**src/rtl/sram_host_ctrl.sv**
```systemverilog
// rtl/sram_host_ctrl.sv - valid/ready host controller for a 2048 x 32 single-port SRAM
module sram_host_ctrl #(
   parameter int SRAM_AW = 11,
   parameter int ADDR_W  = 32
) (
   input  logic               clk_i,
   input  logic               rst_ni,
   input  logic               req_valid_i,
   output logic               req_ready_o,
   input  logic               req_we_i,
   input  logic [ADDR_W-1:0]  req_addr_i,
   input  logic [3:0]         req_be_i,
   input  logic [31:0]        req_wdata_i,
   output logic               rsp_valid_o,
   input  logic               rsp_ready_i,
   output logic [31:0]        rsp_rdata_o,
   output logic               rsp_err_o,
   output logic               sram_web_o,
   output logic [3:0]         sram_wmask_o,
   output logic [SRAM_AW-1:0] sram_addr_o,
   output logic [31:0]        sram_din_o,
   input  logic [31:0]        sram_dout_i
);

   // DATA: the SRAM data phase following an accept; HOLD: response stalled by back-pressure
   typedef enum logic [1:0] {IDLE, DATA, HOLD} state_e;

   state_e               state_q, state_d;
   logic [SRAM_AW-1:0]   addr_q, addr_d;
   logic                 we_q, we_d;
   logic                 err_q, err_d;
   logic [31:0]          rdata_q, rdata_d;
   logic                 herr_q, herr_d;

   logic [SRAM_AW-1:0]   word;
   logic                 addr_err;
   logic                 accept;
   logic                 do_write;
   logic [31:0]          data_rdata;

   assign word     = req_addr_i[SRAM_AW+1:2];
   assign addr_err = (req_addr_i[1:0] != 2'b00) | (req_addr_i[ADDR_W-1:SRAM_AW+2] != '0);

   // A new request fits whenever the outstanding response (if any) is leaving this cycle
   assign req_ready_o = (state_q == IDLE)
                      | ((state_q == DATA) & rsp_ready_i)
                      | ((state_q == HOLD) & rsp_ready_i);
   assign accept      = req_valid_i & req_ready_o;
   assign do_write    = accept & req_we_i & ~addr_err;

   // Pins are only live in the accept cycle; otherwise a harmless read of the last address
   assign sram_addr_o  = accept ? word : addr_q;
   assign sram_web_o   = ~do_write;
   assign sram_wmask_o = do_write ? req_be_i : 4'h0;
   assign sram_din_o   = accept ? req_wdata_i : 32'h0;

   // Writes and errors return zero data; reads pass the macro output straight through
   assign data_rdata = (~we_q & ~err_q) ? sram_dout_i : 32'h0;

   // Response outputs: live data in DATA, captured copy in HOLD
   always_comb begin
      rsp_valid_o = 1'b0;
      rsp_err_o   = 1'b0;
      rsp_rdata_o = 32'h0;
      case (state_q)
         DATA: begin
            rsp_valid_o = 1'b1;
            rsp_err_o   = err_q;
            rsp_rdata_o = data_rdata;
         end
         HOLD: begin
            rsp_valid_o = 1'b1;
            rsp_err_o   = herr_q;
            rsp_rdata_o = rdata_q;
         end
         default: ;
      endcase
   end

   // Next-state logic: latch request attributes on accept, capture data on a stall
   always_comb begin
      state_d = state_q;
      addr_d  = addr_q;
      we_d    = we_q;
      err_d   = err_q;
      rdata_d = rdata_q;
      herr_d  = herr_q;
      if (accept) begin
         addr_d = word;
         we_d   = req_we_i;
         err_d  = addr_err;
      end
      case (state_q)
         IDLE: begin
            if (accept) state_d = DATA;
         end
         DATA: begin
            if (rsp_ready_i) begin
               state_d = accept ? DATA : IDLE;
            end else begin
               // The macro output is not guaranteed to persist, so freeze it here
               rdata_d = data_rdata;
               herr_d  = err_q;
               state_d = HOLD;
            end
         end
         HOLD: begin
            if (rsp_ready_i) state_d = accept ? DATA : IDLE;
         end
         default: state_d = IDLE;
      endcase
   end

   // State and request registers; reset drops any outstanding response
   always_ff @(posedge clk_i) begin
      if (!rst_ni) begin
         state_q <= IDLE;
         addr_q  <= '0;
         we_q    <= 1'b0;
         err_q   <= 1'b0;
         rdata_q <= 32'h0;
         herr_q  <= 1'b0;
      end else begin
         state_q <= state_d;
         addr_q  <= addr_d;
         we_q    <= we_d;
         err_q   <= err_d;
         rdata_q <= rdata_d;
         herr_q  <= herr_d;
      end
   end

endmodule
```
**config.mk**
```make
export PLATFORM = sky130hd
export DESIGN_NAME = sram_host_ctrl
export DESIGN_NICKNAME = d
export VERILOG_FILES = /design/src/rtl/sram_host_ctrl.sv
export SDC_FILE = /design/constraint.sdc
export NUM_CORES = 1
export LEC_CHECK = 0
export ABC_AREA = 1
export CAP_MARGIN = 0
export CORE_ASPECT_RATIO = 1.25
export CORE_UTILIZATION = 39
export DETAILED_ROUTE_END_ITERATION = 7
export PLACE_DENSITY = 0.85
export SETUP_SLACK_MARGIN = 0.1
export SLEW_MARGIN = 30
export SYNTH_ARGS = -nofsm -noshare
export SYNTH_HDL_FRONTEND = slang
export SYNTH_SLANG_ARGS = --single-unit
```
**constraint.sdc**
```tcl
create_clock -name clk_i -period 5.65 [get_ports clk_i]
set_input_delay 1.695 -clock clk_i [delete_from_list [all_inputs] [get_ports clk_i]]
set_output_delay 1.695 -clock clk_i [all_outputs]
set_load 0.01 [all_outputs]
```
==> results list <==
- Clock-pin slew was measured on the worst setup and hold paths at 0.09 ns.
* DR DRC count: 0
- Across the run, the number of max-cap violations was 0.
- Counting flops and latches in the post-synthesis netlist gives 48.
* Insertion delay of the later-clocked pin in the worst-skew pair: 0.30 ns
* Required arrival time at the worst endpoint: 3.95 ns
- Based on the critical path, the design can be clocked at up to 187 MHz.
- Clock tree from TritonCTS: yes
- Relative to the synthesized area, the layout overhead comes to 70.9%.
* Number of hold-repair buffers added at the cts stage: 0
- The path class of the tightest hold or removal check is reg2reg.
- Share of layout cells above drive strength 1: 0.0494
- The total count of hold-check failures in the final report is 0.
- Global-route congestion overflow total: 0
* Slew at the pin closest to its max-slew limit: 0.695 ns
* Placed cell count: 710
- Synthesized area per cell: 6.18 um2
* Part of the power in registers: 0.366
- Gate count of the mapped netlist: 459
* CP startpoint kind: input pin
- RSZ-0062 raised after global routing: false
* Clk sink count: 48
- Mean number of vias per cell: 4.92
- Summed over all nets, the switching power comes to 0.350 mW.
* Number of antenna violations at the first check in global routing: 0
- Wire length of the first global-routing pass: 15.2 mm
- Final period demand of the worst path: 5.36 ns
- Fill cell instance count of the final layout: 613
* Share of the cycle needed by the critical path after routing: 0.949
- The worst setup path is of the in2out kind.
- Global Route met1 Usage: 0.279
- Share of the synthesized area in the top cell type: 0.339
- Distinct cell type count after synthesis: 24
- The initialized floorplan defines 34 standard-cell rows.
- Leading cell type by number of instances after synthesis: nor2_1
* Last weighted congestion value of the routability-driven placer: 0.738
* Area leader, netlist: dfxtp_1
* Crit. End Element: output port
- The root buffer cell chosen for the clock tree is clkbuf_8.
- Post-route clock skew: 0.00575 ns
- Number of top-level design ports: 188
- The cell area that synthesis handed to floorplanning was 0.00284 mm2.
* Count of yosys warnings during synthesis: 0
- 1st-iter DRT viols: 79
- Number of antenna repair diodes: 0
- Gates resized during post-CTS repair numbered 0.
* Most common library cells after synthesis: 90 x nor2_1, 68 x a21oi_1, 64 x inv_1
* Maximum clock path buffer count: 2
- Adding up every negative setup slack in the final design gives 0 ns.
- Of the total power, the share spent switching nets is 0.327.
- Largest fanout on the critical path: 6
- Global-route met3 utilization: 0.0685
- OpenSTA, run right after detailed placement, puts the worst setup slack at 0.321 ns.
* Placeable core region: 0.00702 mm2
- Total number of nets in the final design: 736
- Count of final setup violators: 0
* Status: finished, final reports clean
- Measured against its own limit, the worst slew margin works out to 0.536.
* Count of port buffers added during placement: 187
- Initial core utilization: 0.404
- Number of global-route vias before repair: 3369
* Synthesized netlist net count: 568
* Setup repair bufs after CTS: 0
- Ranked by total cell area, the synthesized netlist is headed by dfxtp_1 34%, a21oi_1 12%, nor2_1 12%.
* Post-layout total power: 1.07 mW
* Die area: 0.00762 mm2
- Most instantiated flip-flop cell in the synthesis netlist: dfxtp_1
- DR vias: 3534
- Arrival time at the worst endpoint: 3.66 ns
- In this run the most used layer during global routing was met2.
- Fin. max-slew vios: 0
* Post-place instance area: 0.00474 mm2
* Met2 Use GR: 0.443
* Post-detailed-placement half-perimeter wirelength: 6.85 mm
* Worst vdd rail ir drop: 0.000184 V
* Number of buffers created by CTS: 5
- Vertical die dimension: 97.4 um
- Number of nets with antenna violations after detailed routing: 0
- The internal power of the cells totals 0.719 mW.
- The clock tree synthesis step divided the H-tree into 2 levels.
* Pwr Density: 220 mW/mm2
- The share of total power dissipated in combinational logic is 0.399.
- For this run, asynchronously set or reset flops after synthesis account for 0.
- The finished cells cover 0.00485 mm2.
- All-layer global routing usage: 0.245
- Of the total power, the clock network draws 0.234.
- Routed wirelength normalized by instance count: 13.0 um
* Post-detailed-routing wire length: 9.34 mm
- The analysis attributes to cell leakage a power of 1.97 nW.
- Entering global routing, the biggest net connects 36 pins.
* First-pass iteration count of the detailed router: 4
- Final cell count without fillers: 718
- Sequential fraction of the synthesis area: 0.339
- Counting flops with a built-in enable in the synthesized netlist gives 0.
- The die is 78.3 um wide.
* Final critical-path setup slack: 0.291 ns
==> area by class of cell <==
class | count | area (um2) | share of cell area
timing repair buffer | 194 | 1950 | 0.402
multi-input combinational | 314 | 1480 | 0.305
sequential | 48 | 961 | 0.198
inverter | 64 | 240 | 0.0495
tap | 90 | 113 | 0.0232
clock buffer | 6 | 72.6 | 0.0150
clock inverter | 2 | 35.0 | 0.00722
==> cell families after synthesis <==
group,after synthesis,share of synthesized area
compound gates,114,0.211
fa+ha+maj,4,0.0176
buf+inv,97,0.142
flops,48,0.339
simple gates,196,0.291
==> layout by cell type (no fill, tap or decap) <==
master,Yosys,layout
a21oi_1,68,68
a21oi_2,1,1
buf_16,0,1
buf_4,1,5
buf_8,1,1
bufinv_16,0,1
clkbuf_1,14,1
clkbuf_8,0,5
clkdlybuf4s50_1,0,187
clkinv_2,0,1
dfxtp_1,48,48
ha_1,4,4
inv_1,64,62
inv_2,0,2
nand2_1,59,59
nand2_2,4,4
nand3_1,34,34
nand3_2,1,1
nor2_1,90,90
nor2_4,1,2
nor3b_1,4,4
o21ai_0,38,38
o21ai_2,6,6
o22ai_1,1,1
or2_1,1,1
or2_2,1,1
==> metal layers <==
metal,up-vias,wire [um]
met5,-,0
met4,0,100
met3,11,893
met2,162,4560
met1,1586,3780
li1,1775,-
==> through the flow <==
stage | hold slack (ns) | util
final | 0.469 | 0.691
after global routing | 0.494 | 0.691
after CTS | 0.475 | 0.691
after detailed placement | 0.459 | 0.676
after global placement | 0.452 | 0.670
after floorplan | 0.440 | -
==> registers in the layout, indices dropped and copies added, names as in the netlist <==
| signal | flops |
|---|---|
| rdata_q | 32 |
| err_q | 1 |
| herr_q | 1 |
| state_q | 2 |
| we_q | 1 |
| addr_q | 11 |
==> power by group through the flow <==
stage	clock network, mW	registers (mW)	logic (mW)
6_report	0.250	0.391	0.427
5_1_grt	0.272	0.395	0.468
4_1_cts	0.256	0.391	0.429
3_5_place_dp	0	0.399	0.428
3_3_place_gp	0	0.397	0.407
2_1_floorplan	0	0.394	0.217
==> critical path: stages <==
cell and delay [ns]:
clkdlybuf4s50_1 0.59, nand2_2 0.10, nand3_2 0.10, nand2_2 0.07
inv_1 0.09, nand2_2 0.10, nor3b_1 0.30, clkdlybuf4s50_1 0.63
==> path summary, 6_finish.rpt <==
check                           from                 endpoint  slack (ns)  cells past startpoint
min              herr_q$_SDFFE_PN0P_      herr_q$_SDFFE_PN0P_        0.47                      2
min reg2reg      herr_q$_SDFFE_PN0P_      herr_q$_SDFFE_PN0P_        0.47                      2
max reg2reg  state_q[1]$_SDFFE_PN0P_  rdata_q[7]$_SDFFE_PN0P_        3.17                      8
max                      rsp_ready_i          sram_wmask_o[2]        0.29                      8
No activity file was read; power rests on OpenSTA's default activity.
